`config.mk`:
```
export PLATFORM = sky130hd
export DESIGN_NAME = tempo_ctrl
export DESIGN_NICKNAME = d
export VERILOG_FILES = /design/src/rtl/tempo_pkg.sv /design/src/rtl/tempo_ctrl_beat_accum.sv /design/src/rtl/tempo_ctrl.sv
export SDC_FILE = /design/constraint.sdc
export NUM_CORES = 1
export LEC_CHECK = 0
export CAP_MARGIN = 20
export CORE_MARGIN = 8
export CORE_UTILIZATION = 46
export DETAILED_ROUTE_END_ITERATION = 7
export HOLD_SLACK_MARGIN = 0.08
export PLACE_DENSITY = 0.71
export SLEW_MARGIN = 25
export SYNTH_ARGS = -nofsm -noshare
export SYNTH_HDL_FRONTEND = slang
export SYNTH_SLANG_ARGS = --single-unit
```
`constraint.sdc`:
```
create_clock -name i_clk -period 8 [get_ports i_clk]
set_input_delay 1.6 -clock i_clk [delete_from_list [all_inputs] [get_ports i_clk]]
set_output_delay 1.6 -clock i_clk [all_outputs]
set_load 0.05 [all_outputs]
```
`src/rtl/tempo_pkg.sv`:
```
// Shared widths, hold-FSM encoding and the saturating BPM step helper for the
// metronome tempo controller.
package tempo_pkg;

    localparam int BPM_W         = 8;
    localparam int BEATS_PER_BAR = 4;
    localparam int IDX_W         = $clog2(BEATS_PER_BAR);
    localparam int ACC_W         = 33;

    typedef enum logic [1:0] {
        HOLD_IDLE   = 2'd0,
        HOLD_DELAY  = 2'd1,
        HOLD_REPEAT = 2'd2
    } hold_state_t;

    function automatic logic [BPM_W-1:0] bpm_step(
        input logic [BPM_W-1:0] bpm,
        input logic             up,
        input logic [BPM_W-1:0] lo,
        input logic [BPM_W-1:0] hi
    );
        if (up)
            return (bpm >= hi) ? hi : bpm + 1'b1;
        else
            return (bpm <= lo) ? lo : bpm - 1'b1;
    endfunction

endpackage

```
`src/rtl/tempo_ctrl_beat_accum.sv`:
```
// Phase accumulator: adds bpm every running cycle and emits a beat each time the
// sum crosses THRESH, keeping the remainder so the long-run rate is exact.
module beat_accum
    import tempo_pkg::*;
#(
    parameter logic [ACC_W-1:0] THRESH = 33'd3_000_000_000
) (
    input  logic             i_clk,
    input  logic             i_rst_n,
    input  logic             enable,
    input  logic             clear,
    input  logic [BPM_W-1:0] bpm,
    output logic             beat,
    output logic [IDX_W-1:0] idx
);

    logic [ACC_W-1:0] acc;
    logic [ACC_W-1:0] sum;
    logic             pending;

    assign sum = acc + ACC_W'(bpm);

    // pending marks the cycle after a clear; if running, it becomes the downbeat
    // and the accumulator starts adding only from the following cycle.
    always_ff @(posedge i_clk or negedge i_rst_n) begin
        if (!i_rst_n) begin
            acc     <= '0;
            pending <= 1'b0;
            beat    <= 1'b0;
            idx     <= '0;
        end else begin
            pending <= clear;
            beat    <= 1'b0;
            if (clear) begin
                acc <= '0;
                idx <= '0;
            end else if (enable) begin
                if (pending) begin
                    beat <= 1'b1;
                    idx  <= '0;
                end else if (sum >= THRESH) begin
                    acc  <= sum - THRESH;
                    beat <= 1'b1;
                    idx  <= idx + 1'b1;
                end else begin
                    acc <= sum;
                end
            end
        end
    end

endmodule

```
`src/rtl/tempo_ctrl.sv`:
```
// Metronome controller: button edge detection, up/down arbitration with hold
// auto-repeat, run/stop toggle; beat scheduling is delegated to beat_accum.
//   state       | meaning
//   HOLD_IDLE   | no button being tracked; waiting for a valid up/down press
//   HOLD_DELAY  | button held after its press, timing the initial repeat delay
//   HOLD_REPEAT | auto-repeat, one step every REPEAT_PERIOD cycles
module tempo_ctrl
    import tempo_pkg::*;
#(
    parameter int unsigned CLK_HZ        = 50_000_000,
    parameter int unsigned BPM_MIN       = 30,
    parameter int unsigned BPM_MAX       = 240,
    parameter int unsigned BPM_DEFAULT   = 120,
    parameter int unsigned REPEAT_DELAY  = 25_000_000,
    parameter int unsigned REPEAT_PERIOD = 5_000_000
) (
    input  logic             i_clk,
    input  logic             i_rst_n,
    input  logic             i_btn_up,
    input  logic             i_btn_down,
    input  logic             i_btn_start,
    output logic [BPM_W-1:0] o_bpm,
    output logic             o_running,
    output logic             o_beat,
    output logic [IDX_W-1:0] o_beat_idx
);

    localparam logic [ACC_W-1:0] THRESH = ACC_W'(64'(CLK_HZ) * 64'd60);
    localparam logic [BPM_W-1:0] BPM_LO  = BPM_W'(BPM_MIN);
    localparam logic [BPM_W-1:0] BPM_HI  = BPM_W'(BPM_MAX);
    localparam logic [BPM_W-1:0] BPM_RST = BPM_W'(BPM_DEFAULT);
    localparam int CNT_W = $clog2((REPEAT_DELAY > REPEAT_PERIOD) ? REPEAT_DELAY : REPEAT_PERIOD) + 1;
    localparam logic [CNT_W-1:0] DLY_LOAD = CNT_W'(REPEAT_DELAY - 1);
    localparam logic [CNT_W-1:0] PER_LOAD = CNT_W'(REPEAT_PERIOD - 1);

    hold_state_t      state;
    logic             dir;
    logic [CNT_W-1:0] cnt;
    logic             prev_up, prev_dn, prev_st;
    logic             press_up, press_dn, press_st;
    logic             valid_up, valid_dn;
    logic             dir_held, opp_high;

    assign press_up = i_btn_up & ~prev_up;
    assign press_dn = i_btn_down & ~prev_dn;
    assign press_st = i_btn_start & ~prev_st;
    assign valid_up = press_up & ~i_btn_down;
    assign valid_dn = press_dn & ~i_btn_up;
    assign dir_held = dir ? i_btn_up : i_btn_down;
    assign opp_high = dir ? i_btn_down : i_btn_up;

    // Resetting to 1 keeps a button held through reset from counting as a press.
    always_ff @(posedge i_clk or negedge i_rst_n) begin
        if (!i_rst_n) begin
            prev_up <= 1'b1;
            prev_dn <= 1'b1;
            prev_st <= 1'b1;
        end else begin
            prev_up <= i_btn_up;
            prev_dn <= i_btn_down;
            prev_st <= i_btn_start;
        end
    end

    always_ff @(posedge i_clk or negedge i_rst_n) begin
        if (!i_rst_n) begin
            state <= HOLD_IDLE;
            dir   <= 1'b0;
            cnt   <= '0;
            o_bpm <= BPM_RST;
        end else if (valid_up || valid_dn) begin
            state <= HOLD_DELAY;
            dir   <= valid_up;
            cnt   <= DLY_LOAD;
            o_bpm <= bpm_step(o_bpm, valid_up, BPM_LO, BPM_HI);
        end else if (state != HOLD_IDLE && (!dir_held || opp_high)) begin
            state <= HOLD_IDLE;
        end else begin
            case (state)
                HOLD_DELAY: begin
                    if (cnt == '0) begin
                        state <= HOLD_REPEAT;
                        cnt   <= PER_LOAD;
                        o_bpm <= bpm_step(o_bpm, dir, BPM_LO, BPM_HI);
                    end else begin
                        cnt <= cnt - 1'b1;
                    end
                end
                HOLD_REPEAT: begin
                    if (cnt == '0) begin
                        cnt   <= PER_LOAD;
                        o_bpm <= bpm_step(o_bpm, dir, BPM_LO, BPM_HI);
                    end else begin
                        cnt <= cnt - 1'b1;
                    end
                end
                default: ;
            endcase
        end
    end

    always_ff @(posedge i_clk or negedge i_rst_n) begin
        if (!i_rst_n)
            o_running <= 1'b0;
        else if (press_st)
            o_running <= ~o_running;
    end

    beat_accum #(
        .THRESH (THRESH)
    ) u_beat_accum (
        .i_clk   (i_clk),
        .i_rst_n (i_rst_n),
        .enable  (o_running),
        .clear   (press_st),
        .bpm     (o_bpm),
        .beat    (o_beat),
        .idx     (o_beat_idx)
    );

endmodule

```
==> metrics.yaml, run 1 <==
run_status:
  status: "completed"
global_routing:
  grt_max_degree: 79
  grt_pass1_wl_um: 27600
  grt_usage_pct: 18.7
  use_met1_pct: 23.5
  overflow: 0
  grt_pass1_vias: 5702
  grt-busiest-layer: "met2"
  antenna_found_initial: 0
  use_met3_pct: 3.85
  grt_util_met2_pct: 30.7
worst_setup_path:
  arrival_ns: 5.24
  setup.worst_path.start_class: "flop"
  worstRegToRegCells: 17
  crit_required_ns: 8.27
  rrSetupSlack_ns: 3.02
  crit_type: "reg2reg"
  crit_fanout: 19
  cp-end-kind: "flop"
clock_network:
  cts_setup_buffers: 0
  tritoncts: "yes"
  clock_sinks: 78
  clk_latency_ns: 0.35
  htreeDepth: 3
  clock_path_buffers: 2
  clk_pin_slew_ns: 0.07
  cts_hold_buf: 0
  cts-root-buf: "clkbuf_16"
  numCtsBuffers: 9
  cts_resized: 0
flow_run:
  drv_cap: 0
place:
  post-place-ws_ns: 3.18
  placed_cells: 892
  dpl_cell_area_mm2: 0.00638
  place_congestion: 0.889
  port_buffers: 16
  dp_hpwl_um: 11200
finish:
  finalNonFillerCells: 908
  finish.net_count: 748
  drive_gt1_share_pct: 10.5
  syn_to_final_growth_pct: 7.64
  n_antenna_cell: 0
  final_area_mm2: 0.00666
  fin_util_pct: 50.5
  fillers: 1210
die:
  core_region_area_mm2: 0.0132
  io_pins: 17
  die_area_mm2: 0.0174
  initial_core_util_pct: 46.9
  die_h_um: 132
  rows: 42
  die_x_um: 132
synthesis:
  ys_top_cells_by_area: "dfrtp_1, nand2_1, xnor2_1, nor2_1, a21oi_1"
  yosys.area.top_type_share_pct: 28.7
  syn-num-nets: 761
  yosysUniqueCellTypes: 91
  synth_commonest_cells: "nand2_1, dfrtp_1, nor2_1"
  syn_inst: 740
  yosys_warnings: 0
  yosys_register_bits: 78
  synth-main-ff-cell: "dfrtp_1"
  syn-cell-area_mm2: 0.00619
  synth_area_leader_cell: "dfrtp_1"
  syn_area_per_cell_um2: 8.36
  synth_most_common_cell: "nand2_1"
  synth-edff-count: 0
  synth_seq_area_share_pct: 31.7
  async_flop_share_pct: 100
routing:
  routed_wirelength_um: 16000
  vias: 5708
  drt_iter0_markers: 543
  drtAntennaViolNets: 0
  route.detailed.vias_per_inst: 6.29
  drc_errors: 0
  first_pass_iters: 5
  routedWlPerCell_um: 17.7
pwr:
  pwr-share-clk_pct: 18.0
  p_int_mw: 1.12
  power_density_mw_per_mm2: 327
  netSwitchingPower_mw: 1.06
  vdd_ir_drop_max_uv: 255
  p_seq_share_pct: 30.9
  total_power_mw: 2.18
  p_comb_share_pct: 51.1
  swShare_pct: 48.5
  p_leak_nw: 2.43
timing:
  finalHoldViolCount: 0
  post-route-min-period_ns: 4.98
  min_period_over_period_pct: 62.2
  setup_ws_ns: 3.02
  fmax_mhz: 201
  finalMaxSlewViolations: 0
  worst_hold_slack_ns: 0.485
  setup_violations: 0
  worst_pin_slew_ns: 0.910
  rsz0062_at_grt: "false"
  finClkSkew_ns: 0.0132
  tns_ns: 0
  slew_headroom_pct: 39.3
worst_hold_path:
  min_path_cells: 1
  hold_class: "reg2reg"
logic make-up (layout without fill, tap and decap cells):
logic type / count (synthesis) / in the layout / synth area share [%]
simple gates: 338 / 338 / 30.1
compound gates: 186 / 186 / 21.5
flops: 78 / 78 / 31.7
buf+inv: 64 / 56 / 4.69
xor+xnor: 47 / 47 / 6.90
fa+ha+maj: 16 / 16 / 3.36
mux: 11 / 11 / 1.82
final timing paths:
check / start / endpoint
min in group asynchronous: i_rst_n / cnt[8]
setup reg to reg: o_bpm[0] / u_beat_accum.acc[26]
hold reg to reg: cnt[16] / cnt[16]
max in group asynchronous: i_rst_n / u_beat_accum.acc[25]
setup / recovery: o_bpm[0] / u_beat_accum.acc[26]
hold / removal: cnt[16] / cnt[16]
routing by layer:
layer	vias up	part of all wire (%)
li1	2686	-
met5	-	0
met4	0	2.3
met2	212	47
met1	2775	44
met3	35	6.8
placed cells by master, fill, tap and decap left out, types with 15 or more instances in the layout:
master / instances
o21ai_0: 40
ha_1: 15
a21oi_1: 40
nor3_1: 29
xnor2_1: 31
dfrtp_1: 71
clkdlybuf4s50_1: 15
nand2_1: 85
inv_1: 20
nor2_1: 67
nand3_1: 24
registers in the layout, indices dropped and copies added, names as in the netlist:
name                  flops
o_bpm                     8
u_beat_accum.beat         1
u_beat_accum.idx          2
dir                       1
u_beat_accum.acc         33
prev_up                   1
prev_dn                   1
cnt                      26
state                     2
u_beat_accum.pending      1
prev_st                   1
o_running                 1
final cells by class:
| cell class | count | area [um2] | share of cell area (%) |
|---|---|---|---|
| multi-input combinational | 598 | 3940 | 59.2 |
| clock buffer | 10 | 229 | 3.44 |
| clock inverter | 6 | 45.0 | 0.676 |
| tap | 176 | 220 | 3.31 |
| timing repair buffer | 19 | 184 | 2.76 |
| inverter | 21 | 78.8 | 1.18 |
| sequential | 78 | 1960 | 29.4 |
power groups by stage:
stage | combinational, mW | sequential, mW | clock (mW)
after detailed placement | 1.09 | 0.674 | 0
after global routing | 1.22 | 0.693 | 0.415
final | 1.11 | 0.674 | 0.393
after global placement | 1.06 | 0.665 | 0
after floorplan | 0.844 | 0.665 | 0
after CTS | 1.10 | 0.668 | 0.400
worst max-delay path, cell delays in order (launching register included):
cell and delay, ns:
dfrtp_1 0.46, ha_1 0.25, inv_1 0.07, fa_1 0.40
nor2b_1 0.20, o31a_4 0.19, o21a_1 0.32, xnor2_1 0.17
ha_1 0.26, nand3b_1 0.11, nor4_1 0.07, nor4_1 0.57
nor2_1 0.21, o2111ai_4 0.33, nand3_2 0.42, a22o_1 0.39
a211oi_2 0.23, mux2i_1 0.24
Note: power is estimated with default switching activity, not from simulation.
==> run 2: changes to the inputs <==
- PLACE_DENSITY: 0.71 -> 0.74
- clock period: 8 -> 4.3 ns (I/O delays scaled with it)
==> run 2 against run 1 <==
Against the previous run: clock-buffer cell count down 1; critical path depth down 2; wire length up 5.4%; register-to-register slack worse by 2.8 ns; largest cell class unchanged; fmax up 23%; critical path type unchanged; sequential share of layout area down 1.3 points; critical endpoint is now u_beat_accum.acc[10].
==> metrics.yaml, run 2 (synthesis results as in run 1) <==
routing:
  routed_wirelength_um: 16900  # +5.4%
  drt_iter0_markers: 643  # +18%
  drc_errors: 0  # unchanged
  routedWlPerCell_um: 18.0  # +2.1%
  drtAntennaViolNets: 0  # unchanged
  first_pass_iters: 6  # +1
  route.detailed.vias_per_inst: 6.28  # -0.18%
  vias: 5886  # +3.1%
finish:
  syn_to_final_growth_pct: 12.8
  fillers: 1225  # +1.2%
  final_common_cell: "nand2_1"
  n_antenna_cell: 0  # unchanged
  finalNonFillerCells: 938  # +3.3%
  largest_register: "u_beat_accum.acc"
  finish.net_count: 778  # +4.0%
  top_regs: "u_beat_accum.acc (33), cnt (26), o_bpm (8)"
  final_cell_mix: "nand2_1, dfrtp_1, nor2_1"
  drive_gt1_share_pct: 15.5  # +5.0 points
  largest_reg_flops: 33  # unchanged
  fin_util_pct: 52.9  # +2.4 points
die:
  die_area_mm2: 0.0174  # unchanged
  io_pins: 17  # unchanged
  die_h_um: 132  # unchanged
  initial_core_util_pct: 46.9  # unchanged
  die_x_um: 132  # unchanged
  core_region_area_mm2: 0.0132  # unchanged
  rows: 42  # unchanged
worst_setup_path:
  setup.worst_path.start_class: "flop"
  max_stage_delay_ns: 0.63  # +0.06 ns
  cp_slowest_cell: "o21ai_0"
  arrival_ns: 4.27  # -0.97 ns
  crit_start: "o_bpm[0]"
  cp-end-kind: "flop"
  crit_required_ns: 4.52  # -3.75 ns
  crit_fanout: 11  # -8
  crit_chain: "ha_1 > inv_1 > fa_1 > nor2b_1 > o31a_4 > o21a_1 > buf_4 > a21boi_0 > o21ai_0 > nor4_4 > a41oi_4 > and3_4 > mux2_2 > a22oi_1 > nor2_1"
  reg2reg_from: "o_bpm[0]"
  crit_family: "compound AO/OA/AOI/OAI gates"
  cp.buffers_inverters: 2  # +1
  crit_type: "reg2reg"
timing:
  finalMaxSlewViolations: 0  # unchanged
  finClkSkew_ns: 0.00808  # -0.00509 ns
  min_period_over_period_pct: 94.3  # +32 points
  fmax_mhz: 247  # +23%
  worst_pin_slew_ns: 0.870  # -0.0397 ns
  slew_headroom_pct: 41.4  # +2.1 points
  finalHoldViolCount: 0  # unchanged
  setup_violations: 0  # unchanged
  post-route-min-period_ns: 4.05  # -0.924 ns
place:
  port_buffers: 16  # unchanged
  placed_cells: 917  # +2.8%
  place_congestion: 0.920  # +3.4%
  dp_hpwl_um: 12100  # +7.3%
clock_network:
  tritoncts: "yes"
  clock_sinks: 78  # unchanged
  htreeDepth: 3  # unchanged
  cts-root-buf: "clkbuf_16"
  clk_latency_ns: 0.35  # about the same
  clk_pin_slew_ns: 0.07  # about the same
  cts_hold_buf: 0  # unchanged
  numCtsBuffers: 9  # unchanged
  clock_path_buffers: 2  # unchanged
flow_run:
  drv_cap: 0  # unchanged
global_routing:
  grt_max_degree: 79  # unchanged
  grt_usage_pct: 19.4  # +0.64 points
  grt_pass1_wl_um: 28000  # +1.2%
  antenna_found_initial: 0  # unchanged
  overflow: 0  # unchanged
  grt_pass1_vias: 5713  # +0.19%
worst_hold_path:
  min-delay-start: "cnt[16]"
  hold_class: "reg2reg"
pwr:
  p_leak_nw: 2.59  # +6.4%
  power_density_mw_per_mm2: 610  # +86%
  vdd_ir_drop_max_uv: 464  # +82%
run_status:
  status: "completed"
[run 2: worst reg2reg max path, cell delays in order, from the launching register on]
cell,delay (ns)
dfrtp_2,0.36
ha_1,0.20
inv_1,0.07
fa_1,0.40
nor2b_1,0.20
o31a_4,0.20
o21a_1,0.17
buf_4,0.18
a21boi_0,0.12
o21ai_0,0.63
nor4_4,0.12
a41oi_4,0.35
and3_4,0.35
mux2_2,0.35
a22oi_1,0.18
nor2_1,0.06
[run 2: per-stage QoR]
step	cell area (um2)	hold slack [ns]	setup TNS [ns]	setup WS [ns]	power [mW]
floorplan	6190	0.443	0	0.0301	2.81
global placement	6570	0.467	0	0.221	3.34
detailed placement	6570	0.498	0	0.0794	3.41
CTS	6870	0.509	0	0.0758	4.21
global route	6980	0.544	-0.0367	-0.0367	4.55
finish	6980	0.503	0	0.247	4.26
[run 2: final timing paths]
path,end,slack (ns),depth (start not counted)
max,u_beat_accum.acc[10],0.25,15
min,cnt[16],0.50,1
max reg2reg,u_beat_accum.acc[10],0.25,15
min reg2reg,cnt[16],0.50,1
max in group asynchronous,o_bpm[1],3.22,1
min in group asynchronous,o_running,0.55,1
[run 2: per-layer routing]
| metal | global-route usage [%] | routed length [um] | up-vias |
|---|---|---|---|
| li1 | - | - | 2747 |
| met1 | 23.3 | 7210 | 2881 |
| met2 | 32.6 | 8310 | 208 |
| met3 | 3.05 | 776 | 50 |
| met4 | 10.2 | 606 | 0 |
| met5 | 0 | 0 | - |
[run 2: power by group]
| part | internal (mW) | total (mW) | leakage, nW | switching, mW |
|---|---|---|---|---|
| clock | 0.451 | 0.781 | 0.142 | 0.330 |
| combinational | 0.878 | 2.27 | 1.50 | 1.39 |
| sequential | 0.928 | 1.21 | 0.941 | 0.278 |
| total | 2.26 | 4.26 | 2.59 | 2.00 |
[run 2: final cells by class]
| type | count | area [um2] | share of cell area, % |
|---|---|---|---|
| timing repair buffer | 49 | 409 | 5.86 |
| clock inverter | 7 | 72.6 | 1.04 |
| inverter | 21 | 78.8 | 1.13 |
| tap | 176 | 220 | 3.15 |
| sequential | 78 | 1960 | 28.1 |
| multi-input combinational | 598 | 4010 | 57.5 |
| clock buffer | 9 | 225 | 3.23 |
[run 2: repair_timing]
action	in CTS	in global routing
setup endpoints to repair	0	26
resized for setup	0	13
setup buffers	0	5
